==> config.mk <==
export PLATFORM = sky130hd
export DESIGN_NAME = lcd_sprite_scheduler
export DESIGN_NICKNAME = d
export VERILOG_FILES = /design/src/rtl/lcd_sprite_scheduler.sv
export SDC_FILE = /design/constraint.sdc
export NUM_CORES = 1
export LEC_CHECK = 0
export BUFFER_PORTS_ARGS = -buffer_cell sky130_fd_sc_hd__buf_4
export CORE_MARGIN = 2
export CORE_UTILIZATION = 58
export CTS_CLUSTER_DIAMETER = 40
export CTS_CLUSTER_SIZE = 8
export DETAILED_ROUTE_END_ITERATION = 6
export GPL_TIMING_DRIVEN = 0
export PLACE_DENSITY = 0.84
export SLEW_MARGIN = 40
export SYNTH_ARGS = -nofsm -noshare
export SYNTH_HDL_FRONTEND = slang
export SYNTH_SLANG_ARGS = --single-unit
==> constraint.sdc <==
create_clock -name clk -period 5.9 [get_ports clk]
set_input_delay 0 -clock clk [delete_from_list [all_inputs] [get_ports clk]]
set_output_delay 0 -clock clk [all_outputs]
set_load 0.01 [all_outputs]
==> src/rtl/lcd_sprite_scheduler.sv <==
// PCD8544 byte sequencer: power-on init, full clear and 8-column sprite blits
// presented one byte at a time to spi_master through an avail handshake.
`timescale 1ns/1ps
module lcd_sprite_scheduler #(
  parameter logic [7:0] VOP         = 8'h90,
  parameter logic [7:0] BIAS        = 8'h13,
  parameter int         CLEAR_BYTES = 504,
  parameter int         COLS        = 84,
  parameter int         BANKS       = 6
) (
  input  logic       clk,
  input  logic       reset,
  output logic [7:0] spi_data,
  output logic       spi_start,
  output logic       spi_cmd,
  input  logic       spi_avail,
  input  logic       spi_busy,
  input  logic       draw_req,
  input  logic [1:0] sprite_id,
  input  logic [6:0] pos_x,
  input  logic [2:0] pos_bank,
  input  logic       clear_req,
  output logic       ready,
  output logic       done,
  output logic       err,
  output logic       init_done
);

  typedef enum logic [2:0] {
    INIT_CMD, CLR_ADDR, CLR_DATA, IDLE, DRAW_ADDR, DRAW_DATA, DONE
  } state_t;

  state_t     state, nxt_state;
  logic [8:0] cnt, nxt_cnt;
  logic [1:0] id_q, nxt_id;
  logic [6:0] x_q, nxt_x;
  logic [2:0] bank_q, nxt_bank;
  logic       nxt_init_done, nxt_err, nxt_start, nxt_cmd;
  logic [7:0] nxt_data;
  logic       step, last, draw_ok;
  logic [6:0] cols_left;
  logic [3:0] draw_n;

  // Column data for the four sprites, bit 0 is the top pixel of the bank.
  function automatic logic [7:0] sprite_col(input logic [1:0] id, input logic [2:0] col);
    logic [7:0] face [8];
    face = '{8'h3C, 8'h42, 8'hA5, 8'h81, 8'hA5, 8'h99, 8'h42, 8'h3C};
    case (id)
      2'd0:    return face[col];
      2'd1:    return (col == 3'd4) ? 8'h99 : (col == 3'd5) ? 8'hA5 : face[col];
      2'd2:    return 8'h00;
      default: return 8'hFF;
    endcase
  endfunction

  assign ready     = (state == IDLE) & init_done & ~spi_busy;
  assign step      = spi_start & spi_avail;
  assign cols_left = 7'(COLS) - x_q;
  // Clip the blit at the right edge rather than wrapping into the next bank.
  assign draw_n    = (cols_left >= 7'd8) ? 4'd8 : cols_left[3:0];
  assign draw_ok   = (pos_x < 7'(COLS)) && (pos_bank < 3'(BANKS));

  // Last-byte detection for the stream belonging to the current state.
  always_comb begin
    last = 1'b0;
    case (state)
      INIT_CMD:            last = (cnt == 9'd4);
      CLR_ADDR, DRAW_ADDR: last = (cnt == 9'd1);
      CLR_DATA:            last = (cnt == 9'(CLEAR_BYTES - 1));
      DRAW_DATA:           last = (cnt == 9'(draw_n) - 9'd1);
      default:             last = 1'b0;
    endcase
  end

  // Next state, byte index and latched request fields.
  always_comb begin
    nxt_state     = state;
    nxt_cnt       = cnt;
    nxt_id        = id_q;
    nxt_x         = x_q;
    nxt_bank      = bank_q;
    nxt_init_done = init_done;
    nxt_err       = 1'b0;
    if (state == IDLE) begin
      if (ready && clear_req) begin
        nxt_state = CLR_ADDR;
        nxt_cnt   = '0;
      end else if (ready && draw_req) begin
        if (draw_ok) begin
          nxt_state = DRAW_ADDR;
          nxt_cnt   = '0;
          nxt_id    = sprite_id;
          nxt_x     = pos_x;
          nxt_bank  = pos_bank;
        end else begin
          nxt_err = 1'b1;
        end
      end
    end else if (state == DONE) begin
      nxt_state = IDLE;
    end else if (step) begin
      if (!last) begin
        nxt_cnt = cnt + 9'd1;
      end else begin
        nxt_cnt = '0;
        if (state == INIT_CMD)       nxt_state = CLR_ADDR;
        else if (state == CLR_ADDR)  nxt_state = CLR_DATA;
        else if (state == DRAW_ADDR) nxt_state = DRAW_DATA;
        else if (state == DRAW_DATA) nxt_state = DONE;
        else if (init_done)          nxt_state = DONE;
        else begin
          // The power-on clear completes silently and opens the block for requests.
          nxt_state     = IDLE;
          nxt_init_done = 1'b1;
        end
      end
    end
  end

  // Byte that will be presented once the next state is registered.
  always_comb begin
    nxt_start = nxt_state inside {INIT_CMD, CLR_ADDR, CLR_DATA, DRAW_ADDR, DRAW_DATA};
    nxt_cmd   = nxt_state inside {CLR_DATA, DRAW_DATA};
    nxt_data  = 8'h00;
    case (nxt_state)
      INIT_CMD: begin
        case (nxt_cnt[2:0])
          3'd0:    nxt_data = 8'h21;
          3'd1:    nxt_data = VOP;
          3'd2:    nxt_data = BIAS;
          3'd3:    nxt_data = 8'h20;
          default: nxt_data = 8'h0C;
        endcase
      end
      CLR_ADDR:  nxt_data = (nxt_cnt == 9'd0) ? 8'h80 : 8'h40;
      DRAW_ADDR: nxt_data = (nxt_cnt == 9'd0) ? {1'b1, nxt_x} : {5'b01000, nxt_bank};
      DRAW_DATA: nxt_data = sprite_col(nxt_id, nxt_cnt[2:0]);
      default:   nxt_data = 8'h00;
    endcase
  end

  // State and registered outputs; reset drops everything and restarts init.
  always_ff @(posedge clk or posedge reset) begin
    if (reset) begin
      state     <= INIT_CMD;
      cnt       <= '0;
      id_q      <= '0;
      x_q       <= '0;
      bank_q    <= '0;
      spi_data  <= '0;
      spi_start <= 1'b0;
      spi_cmd   <= 1'b0;
      done      <= 1'b0;
      err       <= 1'b0;
      init_done <= 1'b0;
    end else begin
      state     <= nxt_state;
      cnt       <= nxt_cnt;
      id_q      <= nxt_id;
      x_q       <= nxt_x;
      bank_q    <= nxt_bank;
      spi_data  <= nxt_data;
      spi_start <= nxt_start;
      spi_cmd   <= nxt_cmd;
      done      <= (nxt_state == DONE);
      err       <= nxt_err;
      init_done <= nxt_init_done;
    end
  end

endmodule
**Word level (Yosys, flattened, before mapping)**

Memory sizes are Yosys's and may differ from the RTL's.
Cells that the tools add are included.

- Add/subtract/negate cells: 3
- Magnitude comparators: 4
- Eq/ne operators: 22
- Mux-type cells: 46
- Bitwise logic cells: 11
- Reduce and logical (&&, ||, !) cells: 12

Operators by type and width:

| operator | number |
|---|---|
| 8-bit case mux with 4 select lines | 2 |
| 9-bit 2-to-1 mux | 7 |
| 3-bit 2-to-1 mux | 16 |
| 8-bit 2-to-1 mux | 6 |
| 7-bit 2-to-1 mux | 4 |
| 3-bit == test (second input constant) | 8 |
| 8-bit case mux with 3 select lines | 1 |
| 3-bit by 2-bit == test with 1-bit output (second input constant) | 5 |
| 9-bit by 1-bit adder with 9-bit output (second input constant) | 1 |
| 3-bit by 1-bit == test with 1-bit output (second input constant) | 3 |
| 9-bit by 1-bit == test with 1-bit output (second input constant) | 1 |
| 9-bit by 3-bit == test with 1-bit output (second input constant) | 1 |
| 9-bit == test | 1 |
| 9-bit == test (second input constant) | 1 |
| 3-bit zero test | 3 |
| 9-bit zero test | 1 |
| 2-bit 2-to-1 mux | 4 |
| 8-bit AND reduction | 1 |
| 7-bit by 4-bit >= comparator with 1-bit output (second input constant) | 1 |
| 7-bit < comparator (second input constant) | 1 |
| 1-bit NOT | 7 |
| 7-bit subtractor (first input constant) | 1 |
| 5-bit nonzero test | 1 |
| 4-bit by 1-bit subtractor with 5-bit output (second input constant) | 1 |
| 13 further kinds | 20 |

- Flip-flop bits (word level): 37
- Bits in read-only memories: 64
- Input port bits: 18
- Output and inout port bits: 14
- Word-level logic and storage cells: 110
- Memories: 1

Memories:

| name | words | width | read ports | clocked after memory_dff | write ports | line | RTL |
|---|---|---|---|---|---|---|---|
| (no name shown) | 8 | 8 | 1 | 0 | 0 | 50 | `2'd1: return (col == 3'd4) ? 8'h99 : (col == 3'd5) ? 8'hA5 : face[col];` |

**Longest topological paths before layout**

- Depth after elaboration: 18
- Depth in mapped cells: 21
- Mapped depth without buffers: 21

**Least setup slack after synthesis**

OpenSTA, ideal clock, no wires.

- Path type: register to register
- From: reg x_q[0]
- To: reg spi_data[1]
- Library setup time: 121 ps
- Arrival: 4,103 ps
- Required time: 5,779 ps
- Path slack: 1,676 ps
- Stages on the path, launching flop included: 21
- Clock period less this slack: 4,224 ps
- Path through: dfrtp_1 -> inv_1 -> ha_1 -> nor2b_1 -> o32a_4 -> nor2_1 -> nand2_1 -> ha_1 -> xnor2_1 -> a2111oi_4 -> or3_2 -> nand4_4 -> nor4_4 -> o31ai_1 -> ha_1 -> nand2_1 -> nand2_1 -> a21oi_1 -> o31ai_1 -> o211ai_1 -> a22o_1

- Longest elaborated chain between the ends: 18

RTL lines:

| item | line | RTL |
|---|---|---|
| start: declaration | 36 | `logic [6:0] x_q, nxt_x;` |
| start signal: assignment | 160 | `x_q <= nxt_x;` |
| 7-bit subtractor (*) | 58 | `assign cols_left = 7'(COLS) - x_q;` |
| 7-bit by 4-bit >= comparator with 1-bit output | 60 | `assign draw_n = (cols_left >= 7'd8) ? 4'd8 : cols_left[3:0];` |
| 4-bit 2-to-1 mux (*) | 60 |  |
| 4-bit by 1-bit subtractor with 5-bit output (*) | 70 | `DRAW_DATA: last = (cnt == 9'(draw_n) - 9'd1);` |
| 9-bit == test (*) | 70 |  |
| 1-bit case mux with 4 select lines (*) | 66 | `case (state)` |
| 9-bit 2-to-1 mux (*) | 102 | `if (!last) begin` |
| 9-bit 2-to-1 mux (*) | 101 | `end else if (step) begin` |
| (+2 left out) | n/a |  |
| via nxt_cnt[0] | 34 | `logic [8:0] cnt, nxt_cnt;` |
| 3-bit NOT with 4-bit output (not written as such) | 49, 50 |  |
| memory 8 x 8 bit | n/a |  |
| 8-bit 2-to-1 mux (not written as such) (2 in a row) | 50 |  |
| 8-bit 2-to-1 mux (2 in a row) | 50 |  |
| 8-bit case mux with 3 select lines | 48 | `case (id)` |
| 8-bit case mux with 4 select lines (*) | 125 | `case (nxt_state)` |
| via nxt_data[1] | 39 | `logic [7:0] nxt_data;` |
| end signal: assignment | 162 | `spi_data <= nxt_data;` |
| end: declaration | 13 | `output logic [7:0] spi_data,` |

Mark *: on every way through the listed nets, which the timed path passes. The rest lies on a longest branch. The select of a mux whose other input is x is not followed.
A chain may end at the register's enable or synchronous reset.

**Final worst setup path**

Ends and elaborated chain as after synthesis.

==> results.ini <==
[sta]
fmax_ghz=0.204
finalSetupViolations=0
min_period_ns=4.90
setup_tns_ns=0
finalMaxSlewViolations=0
worst_slew_pin_slew_ns=0.804
clock_skew_ns=0.00563
period_share_pct=83.1
hold_viol=0
max_slew_margin_pct=45.9
holdWs_ns=0.0194
grt_setup_unrepaired=no

[synth]
synth.largest_area_cell=dfrtp_1
synthTopCellsByArea=dfrtp_1 36%, nand2_1 7.6%, o21ai_0 5.5%, mux2i_1 4.3%, o211ai_1 2.9%
syn-num-nets=324
synth_warnings=0
synth.top_cell.area_share_pct=36.2
yosysMostFrequentCell=nand2_1
async_flop_share_pct=100
synth_edf_count=0
synth_cell_types=58
ys.flop_type=dfrtp_1
synth_area_sq_um=2550
avgSynthCellArea_sq_um=8.49
yosysSeqAreaShare_pct=36.2
synthTopCellsByCount=52 x nand2_1, 37 x dfrtp_1, 28 x o21ai_0
ys_ff_latch=37
netlist_instances=301

[floorplan]
die-area_sq_um=4950
start_util_pct=59.5
rows=24
die_y_microns=70.4
fp.dieW_microns=70.4
fp.coreArea_sq_um=4290
pin_count=32

[power]
p_int_w=0.000656
p_sw_w=0.000465
combPwrFrac_pct=49.6
clkPwrFrac_pct=20.4
pwr-share-seq_pct=30.0
ir_worst_vdd_uv=240
power_per_cell_area_nw_per_um2=364
sw_frac_of_total_pct=41.5
leakage_nw=1.44

[clock_network]
cts_sinks=37
clkTransAtPathRegs_ns=0.08
numCtsBuffers=5
cts_tree=built
cts_buffer_depth=2
post_cts_resized=0
htree_levels=2
clk_latency_ns=0.30
cts-root-buf=clkbuf_8

[routing]
wl_mm=6.77
drc_errors=0
avgRoutedWirePerCell_microns=16.8
via_per_inst=6.15
firstDrtPassIters=5
drtAntennaViolNets=0
vias=2473
drtIter0Drc=264

[worst_setup_path]
cp_slowest_cell=o31ai_1
crit_chain=inv_1, ha_1, nor2b_1, o32a_4, nor2_1, nand2_1, ha_1, xnor2_1, a2111oi_4, or3_2, nand4_4, nor4_4, o31ai_1, ha_1, nand2_1, nand2_1, a21oi_1, o31ai_1, o211ai_1, a22o_1
worstReg2RegStart=x_q[0]
cp-start-kind=register
crit_required_ns=6.09
path_max_fanout=7
slowest_delay_ns=0.58
arrival_ns=5.10
rrSetupSlack_ns=1.0
worstSetupPathType=reg -> reg
crit_path_end_kind=register
timing.rr.end=spi_data[1]
reg2reg_depth=20

[hold_path]
min_to=x_q[3]
hold_path_depth=3
min_from=pos_x[3]
hold_path_class=in -> reg

[final_layout]
final_cell_count_no_fill=402
syn_to_final_growth_pct=20.5
stdcell_area_sq_um=3080
drive_above_1_share_pct=18.3
n_antenna_cell=0
fin_nets=372

[placement]
place_inst=385
gp_congestion=0.890
port_buffers=31
hpwl_mm=4.94
place_area_sq_um=2870

[global_route]
grt_pass1_wl_mm=11.4
first_global_vias=2475
track_usage_pct=29.1
overflow=0
grt_max_degree=27
antenna_found_initial=0

[run]
cap_violations=0

[status]
status=complete, no violations

placed cells by master (no fill, tap or decap), types with 2 or more instances in the layout:
cell           netlist  routed
or3_1                3       3
and2_1               6       6
xnor2_1              8       8
clkbuf_1             3       3
nand4_1              2       2
nor3_1              11      11
xor2_1               4       4
nand3b_1             3       3
a22oi_1              2       2
inv_1               16      15
nand2_1             52      52
mux2_2               3       3
a21o_1               2       2
clkbuf_8             0       5
and3_1               4       4
buf_4                0      31
o22ai_1              4       4
a21oi_1             11      11
buf_2                4       4
nand2b_1             4       4
nand3_1             12      12
ha_1                 5       5
o211ai_1            10      10
nor2_1              16      16
o21a_1               2       2
nor2b_1              2       2
a221oi_1             2       2
mux2i_1             11      11
o21ai_0             28      28
dlygate4sd3_1        0       9
dfrtp_1             37      37
o31ai_1              4       4
or2_2                2       2
kinds of logic (layout without fill, tap and decap cells):
group	count (synthesis)	in the layout	share of synthesized area [%]
xor+xnor	12	12	4.11
compound gates	81	81	22.3
buf+inv	25	74	3.92
simple gates	127	127	25.3
mux	14	14	5.63
fa+ha+maj	5	5	2.45
flops	37	37	36.2
layer usage:
metal | vias to the layer above | part of all wire, % | GRT usage [%]
li1 | 1180 | - | -
met5 | - | 0 | 0
met1 | 1196 | 43 | 38.5
met4 | 0 | 2.2 | 10.0
met3 | 14 | 5.4 | 4.04
met2 | 83 | 49 | 48.6
power by group through the flow:
stage / clock network [W] / logic [W] / registers (W)
global route: 0.000235 / 0.000616 / 0.000341
finish: 0.000229 / 0.000556 / 0.000336
floorplan: 0 / 0.000380 / 0.000346
global placement: 0 / 0.000526 / 0.000339
CTS: 0.000227 / 0.000548 / 0.000335
detailed placement: 0 / 0.000539 / 0.000340
registers in the layout, summed over array words and instances, names as in the netlist:
signal and flops:
id_q 2, err 1, bank_q 3, spi_cmd 1, cnt 9, done 1
spi_data 8, state 3, spi_start 1, x_q 7, init_done 1
timing repair:
action	in CTS	in global routing
hold buffers	9	0
setup buffers	0	0
hold endpoints to repair	46	0
worst max-delay path: cells and delay by family, from the launching register on:
kind                     cells  cell delay, ns
AO/OA/AOI/OAI                7            1.76
AND/OR/NAND/NOR              8            1.36
adder cells (fa/ha/maj)      3            0.87
flip-flops                   1            0.44
XOR/XNOR                     1            0.26
buffers and inverters        1            0.08
worst max-delay path by stage:
| stage | start | depth (start not counted) | slack (ns) | end |
|---|---|---|---|---|
| finish | x_q[0] | 20 | 1.0 | spi_data[1] |
| detailed placement | x_q[0] | 20 | 1.03 | spi_data[1] |
| global route | x_q[0] | 20 | 0.60 | spi_data[1] |
| CTS | x_q[0] | 20 | 1.01 | spi_data[1] |
| floorplan | x_q[0] | 20 | 1.68 | spi_data[1] |
| global placement | x_q[0] | 20 | 1.09 | spi_data[1] |
area by class of cell:
type | instances | area (sq um)
Multi-Input combinational cell | 239 | 1530
Fill cell | 335 | 1220
Sequential cell | 37 | 926
Timing Repair Buffer | 41 | 343
Clock buffer | 5 | 68.8
Tap cell | 52 | 65.1
Inverter | 17 | 63.8
Clock inverter | 3 | 46.3
Buffer | 8 | 36.3
through the flow:
step / setup WS, ns / utilization [%] / power, W
6_report: 0.995 / 71.7 / 0.00112
5_1_grt: 0.603 / 71.7 / 0.00119
4_1_cts: 1.01 / 71.7 / 0.00111
3_5_place_dp: 1.03 / 66.9 / 0.000879
3_3_place_gp: 1.09 / 66.4 / 0.000865
2_1_floorplan: 1.68 / - / 0.000727
Note: power is estimated with default switching activity, not from simulation.
